File: config.mk
export PLATFORM = sky130hd
export DESIGN_NAME = arch_state_dump
export DESIGN_NICKNAME = d
export VERILOG_FILES = /design/src/rtl/arch_state_dump.sv
export SDC_FILE = /design/constraint.sdc
export NUM_CORES = 1
export LEC_CHECK = 0
export CAP_MARGIN = 30
export CORE_MARGIN = 3
export CORE_UTILIZATION = 43
export CTS_BUF_LIST = sky130_fd_sc_hd__clkbuf_2 sky130_fd_sc_hd__clkbuf_4 sky130_fd_sc_hd__clkbuf_8
export DETAILED_ROUTE_END_ITERATION = 16
export PLACE_DENSITY_LB_ADDON = 0.15
export SKIP_CTS_REPAIR_TIMING = 1
export SYNTH_ARGS = -nofsm -noshare
export SYNTH_HDL_FRONTEND = slang
export SYNTH_SLANG_ARGS = --single-unit
File: constraint.sdc
create_clock -name clk -period 6 [get_ports clk]
set_input_delay 0.6 -clock clk [delete_from_list [all_inputs] [get_ports clk]]
set_output_delay 0.6 -clock clk [all_outputs]
set_load 0.005 [all_outputs]
File: src/rtl/arch_state_dump.sv
// Architectural state dump engine: walks GPRs REG_FIRST..REG_LAST, then HI and LO,
// streaming tagged words over valid/ready. Define DUMP_CHECKSUM_EN to append an XOR checksum word (tag 34).
module arch_state_dump #(
  parameter int REG_FIRST = 1,
  parameter int REG_LAST  = 4,
  parameter int DATA_W    = 32
) (
  input  logic              clk,
  input  logic              rst,
  input  logic              start_i,
  output logic              busy_o,
  output logic              done_o,
  output logic              rd_en_o,
  output logic [4:0]        rd_addr_o,
  input  logic [DATA_W-1:0] rd_data_i,
  input  logic [DATA_W-1:0] hi_i,
  input  logic [DATA_W-1:0] lo_i,
  output logic              out_valid_o,
  input  logic              out_ready_i,
  output logic [5:0]        out_tag_o,
  output logic [DATA_W-1:0] out_data_o
);

  typedef enum logic [1:0] {IDLE, READ, SEND, DONE} state_t;

  localparam logic [5:0] FIRST  = 6'(REG_FIRST);
  localparam logic [5:0] LAST   = 6'(REG_LAST);
  localparam logic [5:0] TAG_HI = 6'd32;
  localparam logic [5:0] TAG_LO = 6'd33;
  localparam logic [5:0] TAG_CK = 6'd34;

  state_t            state, state_nx;
  logic [5:0]        idx, idx_nx;
  logic [5:0]        tag_nx;
  logic [DATA_W-1:0] data_nx;
  logic              accept;

  assign busy_o      = (state != IDLE);
  assign done_o      = (state == DONE);
  assign out_valid_o = (state == SEND);
  assign accept      = out_valid_o && out_ready_i;

`ifdef DUMP_CHECKSUM_EN
  logic [DATA_W-1:0] acc;

  // Running XOR of every accepted word; the checksum word is emitted before it folds itself in.
  always_ff @(posedge clk or negedge rst) begin
    if (!rst)                          acc <= '0;
    else if (state == IDLE && start_i) acc <= '0;
    else if (accept)                   acc <= acc ^ out_data_o;
  end
`endif

  always_comb begin
    state_nx  = state;
    idx_nx    = idx;
    tag_nx    = out_tag_o;
    data_nx   = out_data_o;
    rd_en_o   = 1'b0;
    rd_addr_o = 5'd0;
    case (state)
      IDLE: if (start_i) begin
        state_nx = READ;
        idx_nx   = FIRST;
      end
      READ: begin
        state_nx = SEND;
        tag_nx   = idx;
        if (idx == TAG_HI)      data_nx = hi_i;
        else if (idx == TAG_LO) data_nx = lo_i;
        else begin
          rd_en_o   = 1'b1;
          rd_addr_o = idx[4:0];
          data_nx   = rd_data_i;
        end
      end
      SEND: if (out_ready_i) begin
        if (idx == TAG_LO) begin
`ifdef DUMP_CHECKSUM_EN
          idx_nx  = TAG_CK;
          tag_nx  = TAG_CK;
          data_nx = acc ^ out_data_o;
`else
          state_nx = DONE;
`endif
        end else if (idx == TAG_CK) begin
          state_nx = DONE;
        end else begin
          state_nx = READ;
          idx_nx   = (idx == LAST) ? TAG_HI : idx + 6'd1;
        end
      end
      DONE:    state_nx = IDLE;
      default: state_nx = IDLE;
    endcase
  end

  always_ff @(posedge clk or negedge rst) begin
    if (!rst) begin
      state      <= IDLE;
      idx        <= FIRST;
      out_tag_o  <= '0;
      out_data_o <= '0;
    end else begin
      state      <= state_nx;
      idx        <= idx_nx;
      out_tag_o  <= tag_nx;
      out_data_o <= data_nx;
    end
  end

endmodule
After elaboration in Yosys (flattened, before gate mapping) --
Cells that the tools add are included.
Word-level totals: register bits after elaboration 46, input bits 100, word-level logic and storage cells 40
Operators by class: add/subtract/negate cells 1, equal/unequal tests 11, mux-type cells 19, reduce and logical (&&, ||, !) cells 5
Operators with widths (number):
- 32-bit two-way mux | 2
- 6-bit two-way mux | 5
- 6-bit equality test (second input constant) | 3
- 5-bit two-way mux | 3
- 6-bit one-hot mux with 2 select lines | 1
- 2-bit two-way mux | 4
- 2-bit one-hot mux with 4 select lines | 1
- 6-bit by 1-bit adder with 6-bit output (second input constant) | 1
- 6-bit by 3-bit equality test with 1-bit output (second input constant) | 1
- 2-bit inequality test (second input constant) | 3
- 5-bit AND reduction | 1
- 2-bit equality test (second input constant) | 2
- 2-bit nonzero test | 2
- 1-bit two-way mux | 3
- 2-bit by 1-bit equality test with 1-bit output (second input constant) | 1
- 2-bit logical NOT | 1
- 2-bit by 1-bit inequality test with 1-bit output (second input constant) | 1
- 2-bit AND reduction | 1

Logic depth before layout (Yosys ltp) --
Gate-level depths: netlist of the first run.
depth in word-level cells 6, depth in mapped cells 6, gate-level depth less buffers 6

Worst setup path after synthesis of the first run --
OpenSTA, ideal clock, no wires.
path kind register -> register, start point register idx[0], end point register idx[3], library setup time 0.095 ns, arrival 1.984 ns, data required time 5.905 ns, setup slack 3.921 ns, cell stages (with the launch flop) 7, period minus slack after synthesis 2.079 ns, cells stage by stage dfstp_2 -> inv_1 -> ha_1 -> or2_1 -> a311o_1 -> or3_4 -> o31ai_1
Between the ends: longest elaborated chain between the ends 6, elaborated cells between the ends (all ways) 12, classes of those cells add/sub: 1; eq/ne: 5; mux: 5; reduce/logical: 1
RTL lines:
- start, declared | RTL line 33 | logic [5:0] idx, idx_nx;
- start signal, assigned | RTL line 106 | idx <= idx_nx;
- 6-bit by 1-bit adder with 6-bit output / 6-bit by 3-bit equality test with 1-bit output (equally long branches) | RTL line 90 | idx_nx = (idx == LAST) ? TAG_HI : idx + 6'd1;
- 6-bit two-way mux | RTL line 90
- 6-bit two-way mux | RTL line 86 | end else if (idx == TAG_CK) begin
- 6-bit two-way mux | RTL line 78 | if (idx == TAG_LO) begin
- 6-bit two-way mux | RTL line 77 | SEND: if (out_ready_i) begin
- 6-bit one-hot mux with 2 select lines | RTL line 61 | case (state)
Several ways; a longest one is shown, not always the timed one. The select of a mux whose other input is x is not followed. A chain may end at the register's enable or synchronous reset.

Worst setup path after layout of the first run --
start point register idx[0], end point output port rd_addr_o[0]
Between the ends: longest elaborated chain between the ends 4, elaborated cells between the ends (all ways) 5, classes of those cells eq/ne: 2; mux: 3
RTL lines:
- 6-bit equality test | RTL line 70 | else if (idx == TAG_LO) data_nx = lo_i;
- 5-bit two-way mux | RTL line 70
- 5-bit two-way mux * | RTL line 69 | if (idx == TAG_HI) data_nx = hi_i;
- 5-bit two-way mux * | RTL line 61
- end, declared | RTL line 14 | output logic [4:0] rd_addr_o,
Every way passes the cells marked *; elsewhere a longest branch is shown, timed or not.

==> results of run 1 <==
path summary, 6_finish.rpt:
check / from / to
min in group clk: out_tag_o[2] / out_tag_o[2]
setup reg to reg: idx[0] / idx[4]
hold / removal: rst / out_tag_o[5]
setup / recovery: idx[0] / rd_addr_o[0]
max in group asynchronous: rst / out_data_o[31]
hold reg to reg: out_tag_o[2] / out_tag_o[2]
layout by cell type (no fill, tap or decap), types with 2 or more instances in the layout:
cell type,n
clkdlybuf4s50_1,145
dfrtp_1,45
a21oi_1,37
nor2_1,36
mux2i_1,33
mux2_2,32
clkbuf_8,8
inv_1,7
o21ai_0,6
nand2_1,5
and3_1,4
ha_1,4
nand3_1,3
a21o_1,3
and2_1,2
nor3_1,2
o31ai_1,2
buf_4,2
stage by stage:
| stage | std cells | util, % | total power [mW] | cell area, um2 | setup slack (ns) |
|---|---|---|---|---|---|
| after floorplan | 253 | - | 0.984 | 2590 | 3.92 |
| after global placement | 458 | 72.2 | 1.40 | 4100 | 2.93 |
| after detailed placement | 460 | 73.1 | 1.43 | 4150 | 3.06 |
| after CTS | 468 | 75.0 | 1.66 | 4260 | 2.72 |
| after global routing | 468 | 75.0 | 1.76 | 4260 | 2.58 |
| final | 468 | 75.0 | 1.64 | 4260 | 2.74 |
routing by layer:
metal,vias to the layer above,track usage [%],wire (um)
li1,1178,-,-
met1,1122,24.1,2900
met2,105,36.5,3640
met3,16,5.73,610
met4,0,7.02,180
met5,-,0,0
cell families (layout without fill, tap and decap cells):
| kind of cell | Yosys count | after routing |
|---|---|---|
| DFF | 46 | 46 |
| AOI/OAI and AO/OA | 55 | 55 |
| and+or+nand+nor | 61 | 61 |
| buffers and inverters | 22 | 165 |
| muxes | 65 | 65 |
| adders and majority gates | 4 | 4 |
state kept, by name (all words and copies together), names as in the netlist:
name and flops:
idx 6, out_data_o 32, out_tag_o 6, state 2
power breakdown:
group          internal (mW)  switching (mW)
Clock                  0.116           0.103
Sequential             0.451          0.0846
Combinational          0.522           0.361
Total                   1.09           0.548
synthesized netlist by cell type, types with 2 or more instances:
master / n
nand3_1: 3
a21oi_1: 38
nand2_1: 6
and2_1: 2
clkbuf_1: 6
ha_1: 4
nor2_1: 36
mux2i_1: 33
and3_1: 4
nor3_1: 2
o21ai_0: 6
o31ai_1: 2
a21o_1: 3
dfrtp_1: 45
inv_1: 7
mux2_2: 32
buf_2: 9
nand2b_1: 2
worst max-delay path, cell delays in order, from the launching register on:
cell             delay (ns)
dfstp_2                0.60
inv_1                  0.10
ha_1                   0.26
a21oi_4                0.65
and3_1                 0.26
clkdlybuf4s50_1        0.50
final cells by class:
class,count,area (um2)
fillers,420,1420
inverters,7,26.3
well taps,72,90.1
multi-input cells,185,1360
flip-flops and latches,46,1150
repair buffers,150,1520
clock buffers,8,110
==> flow_metrics.py, run 1 <==
metrics = {
    "detailed_routing": {
        "drt_wl_total_um": 7320,
        "drc": 0,
        "wl_per_cell_um": 15.6,
        "first_pass_iters": 4,
        "ant_nets": 0,
        "vias_per_cell": 5.17,
        "vias": 2421,
        "drt_iter0_drc": 71,
    },
    "cts": {
        "htree_levels": 2,
        "root_buffer": "clkbuf_8",
        "cts_made_buffers": 5,
        "clock_path_buffers": 2,
        "clk_latency_ns": 0.29,
        "cts_sinks": 46,
        "cts_tree": "built",
        "clkTransAtPathRegs_ns": 0.08,
    },
    "sta": {
        "slew_viol_final": 0,
        "timing.hold.ws_ns": 0.261,
        "finalSetupViolCount": 0,
        "period_minus_slack_ns": 3.26,
        "max_freq_mhz": 307,
        "final.setup.tns_ns": 0,
        "clock_skew_ns": 0.00341,
        "slew_headroom_pct": 47.0,
        "report.final.hold_viol_count": 0,
        "rsz0062_at_grt": "false",
        "worst_slew_pin_slew_ns": 0.793,
        "post-route-period-util_pct": 54.3,
    },
    "synth": {
        "synthesis.area_um2": 2590,
        "synth_adder_area_share_pct": 1.93,
        "synth_xor_area_share_pct": 0,
        "synth_top_cell_by_area": "dfrtp_1",
        "syn_inst": 253,
        "synth_top_family_by_area": "multiplexers",
        "syn_nets": 357,
        "synthFlopType": "dfrtp_1",
        "synth_compound_area_share_pct": 11.9,
        "synth_cell_type_count": 31,
        "yosys-top-cells-area": "dfrtp_1 43%, mux2_2 14%, mux2i_1 13%",
        "ys_seq_area_share_pct": 44.5,
        "synth.ff_latch_count": 46,
        "ys_async_sr_fraction_pct": 100,
        "synth_simple_gate_area_share_pct": 11.3,
        "yosysTopAreaCellShare_pct": 43.5,
        "yosysWarningCount": 0,
        "synth_mux_area_share_pct": 26.7,
        "synth-edff-count": 0,
        "synth_area_per_cell_um2": 10.2,
    },
    "placement": {
        "dp_hpwl_um": 5620,
        "port_buffers": 146,
        "gp_congestion": 0.862,
    },
    "power": {
        "peakVddDrop_uv": 216,
        "leakage_nw": 1.96,
        "p_per_area_nw_per_um2": 385,
    },
    "finish": {
        "drive_gt1_share_pct": 13.1,
        "nNetsFinal": 499,
        "areaGrowthSynthToFinish_pct": 64.4,
        "antennaDiodeCount": 0,
    },
    "status": {
        "status": "completed",
    },
    "critical_path": {
        "critPathKind": "flip-flop to output port",
        "r2r_cells": 6,
        "end_kind": "output port",
        "worstPathArrival_ns": 2.66,
        "rrSetupSlack_ns": 3.62,
        "required_ns": 5.40,
        "start_kind": "flip-flop",
        "critPathMaxFanout": 33,
    },
    "global_routing": {
        "grt-ovfl-total": 0,
        "grt_pass1_vias": 2368,
        "grt_pass1_wl_um": 11700,
        "grt_max_degree": 46,
        "track_usage_pct": 20.7,
        "antenna_found_initial": 0,
    },
    "die": {
        "core_area_um2": 5680,
        "boundaryPins": 147,
        "start_util_pct": 45.6,
        "die_x_um": 83.6,
        "die-area_um2": 6990,
        "fp-row-count": 27,
        "die_y_um": 83.6,
    },
    "job": {
        "drv_cap": 0,
    },
    "min_path": {
        "min_path_type": "primary input to async pin",
    },
}
(Power assumes the default switching activity.)
==> run 2, diff against run 1 <==
- CORE_UTILIZATION: 43 -> 36
- clock period: 6 -> 2.8 ns (I/O delays scaled with it)
==> flow_metrics.py, run 2 (synthesis results as in run 1) <==
metrics = {
    "status": {
        "status": "completed",
    },
    "finish": {
        "reg.largest.list": "out_data_o x32, idx x6, out_tag_o x6",
        "layout_common_cells": "145 x clkdlybuf4s50_1, 45 x dfrtp_1, 37 x a21oi_1, 36 x nor2_1, 33 x mux2i_1",
        "largest_reg_flops": 32,
        "fin_util_pct": 62.3,
        "antennaDiodeCount": 0,
        "areaGrowthSynthToFinish_pct": 65.4,
        "final_common_cell": "clkdlybuf4s50_1",
        "regMostFlops": "out_data_o",
        "finalInstanceArea_um2": 4280,
        "drive_gt1_share_pct": 13.3,
        "nNetsFinal": 501,
    },
    "cts": {
        "cts_sinks": 46,
        "htree_levels": 2,
        "clkTransAtPathRegs_ns": 0.09,
        "clock_path_buffers": 2,
        "cts_made_buffers": 5,
        "cts_tree": "built",
        "root_buffer": "clkbuf_8",
        "clk_latency_ns": 0.30,
    },
    "placement": {
        "placed_cell_area_um2": 4160,
        "gp_congestion": 0.819,
        "port_buffers": 146,
        "dpl_worst_slack_ns": 0.582,
        "dp_hpwl_um": 5550,
    },
    "sta": {
        "worst_slew_pin_slew_ns": 0.639,
        "final.setup.tns_ns": 0,
        "slew_headroom_pct": 57.1,
        "final.setup.worst_slack_ns": 0.414,
        "period_minus_slack_ns": 2.39,
        "clock_skew_ns": 0.0115,
        "slew_viol_final": 0,
        "max_freq_mhz": 419,
        "report.final.hold_viol_count": 0,
        "post-route-period-util_pct": 85.2,
        "rsz0062_at_grt": "false",
        "finalSetupViolCount": 0,
    },
    "die": {
        "start_util_pct": 37.7,
        "boundaryPins": 147,
        "fp-row-count": 30,
        "core_area_um2": 6870,
        "die_y_um": 90.8,
        "die_x_um": 90.8,
        "die-area_um2": 8240,
    },
    "global_routing": {
        "grt_pass1_wl_um": 11300,
        "grt_pass1_vias": 2234,
        "grt_max_degree": 65,
        "grt-ovfl-total": 0,
        "track_usage_pct": 16.9,
        "antenna_found_initial": 0,
    },
    "detailed_routing": {
        "wl_per_cell_um": 14.6,
        "drc": 0,
        "drt_wl_total_um": 7190,
        "first_pass_iters": 4,
        "ant_nets": 0,
        "drt_iter0_drc": 44,
        "vias_per_cell": 4.76,
        "vias": 2353,
    },
    "critical_path": {
        "worstPathArrival_ns": 2.11,
        "critPathKind": "flip-flop to output port",
        "end_kind": "output port",
        "required_ns": 2.52,
        "critPathMaxFanout": 19,
        "start_kind": "flip-flop",
        "rrSetupSlack_ns": 0.55,
    },
    "power": {
        "p_clk_share_pct": 14.1,
        "leakage_nw": 1.96,
        "switching_share_pct": 33.2,
        "intPower_mw": 2.35,
        "combinationalPowerShare_pct": 53.4,
        "seqPwrFrac_pct": 32.5,
        "peakVddDrop_uv": 416,
        "p_per_area_nw_per_um2": 820,
        "p_switching_mw": 1.17,
    },
    "job": {
        "drv_cap": 0,
    },
    "min_path": {
        "min_path_type": "primary input to async pin",
    },
}
-- run 2: cell count changes in the layout (fill, tap and decap cells not counted) --
cell           before  now
buf_16              1    0
buf_4               2    4
bufinv_16           0    1
clkbuf_8            8    5
clkinv_2            0    2
dlygate4sd3_1       0    1
-- run 2: worst max-delay path, stage by stage, from the launching register on --
cell and delay [ns]:
dfrtp_1 0.46, nand2b_2 0.43, a21oi_4 0.24, and3_1 0.18, clkdlybuf4s50_1 0.50
-- run 2: power by group through the flow --
stage,Combinational (mW),Sequential [mW],Clock [mW]
after detailed placement,1.90,1.16,0
after global routing,2.06,1.19,0.539
final,1.88,1.14,0.495
after floorplan,0.946,1.16,0
after global placement,1.87,1.14,0
after CTS,1.91,1.15,0.514
-- run 2: worst paths after layout --
| kind | from | to | cells after the start |
|---|---|---|---|
| setup / recovery | state[1] | rd_addr_o[0] | 4 |
| hold / removal | rst | out_data_o[25] | 2 |
| setup reg to reg | idx[0] | idx[3] | 6 |
| hold reg to reg | out_tag_o[5] | out_tag_o[5] | 2 |
| max in group asynchronous | rst | idx[0] | 3 |
| min in group clk | out_tag_o[5] | out_tag_o[5] | 2 |
-- run 2: metrics by stage --
stage          power, mW  cells  hold WS [ns]
2_1_floorplan       2.11    253       -0.0156
3_3_place_gp        3.01    484         0.461
6_report            3.51    494         0.410
3_5_place_dp        3.05    485         0.210
4_1_cts             3.57    493        -0.122
5_1_grt             3.78    494         0.445
-- run 2: layer usage --
layer | track usage (%) | share of wire [%]
met1 | 20.0 | 40
met5 | 0 | 0
met2 | 30.6 | 53
met4 | 3.39 | 0.85
met3 | 4.92 | 7.1
-- run 2: final cells by class --
| class | count | area [um2] |
|---|---|---|
| Timing Repair Buffer | 152 | 1520 |
| Tap cell | 96 | 120 |
| Clock inverter | 3 | 40.0 |
| Inverter | 7 | 26.3 |
| Fill cell | 598 | 2590 |
| Multi-Input combinational cell | 185 | 1360 |
| Clock buffer | 5 | 68.8 |
| Sequential cell | 46 | 1150 |
==> run 3, diff against run 2 <==
- CTS_CLUSTER_DIAMETER: unset -> 30
==> results of run 3 <==
Final layout, timing and power as in run 2 (identical DEF).
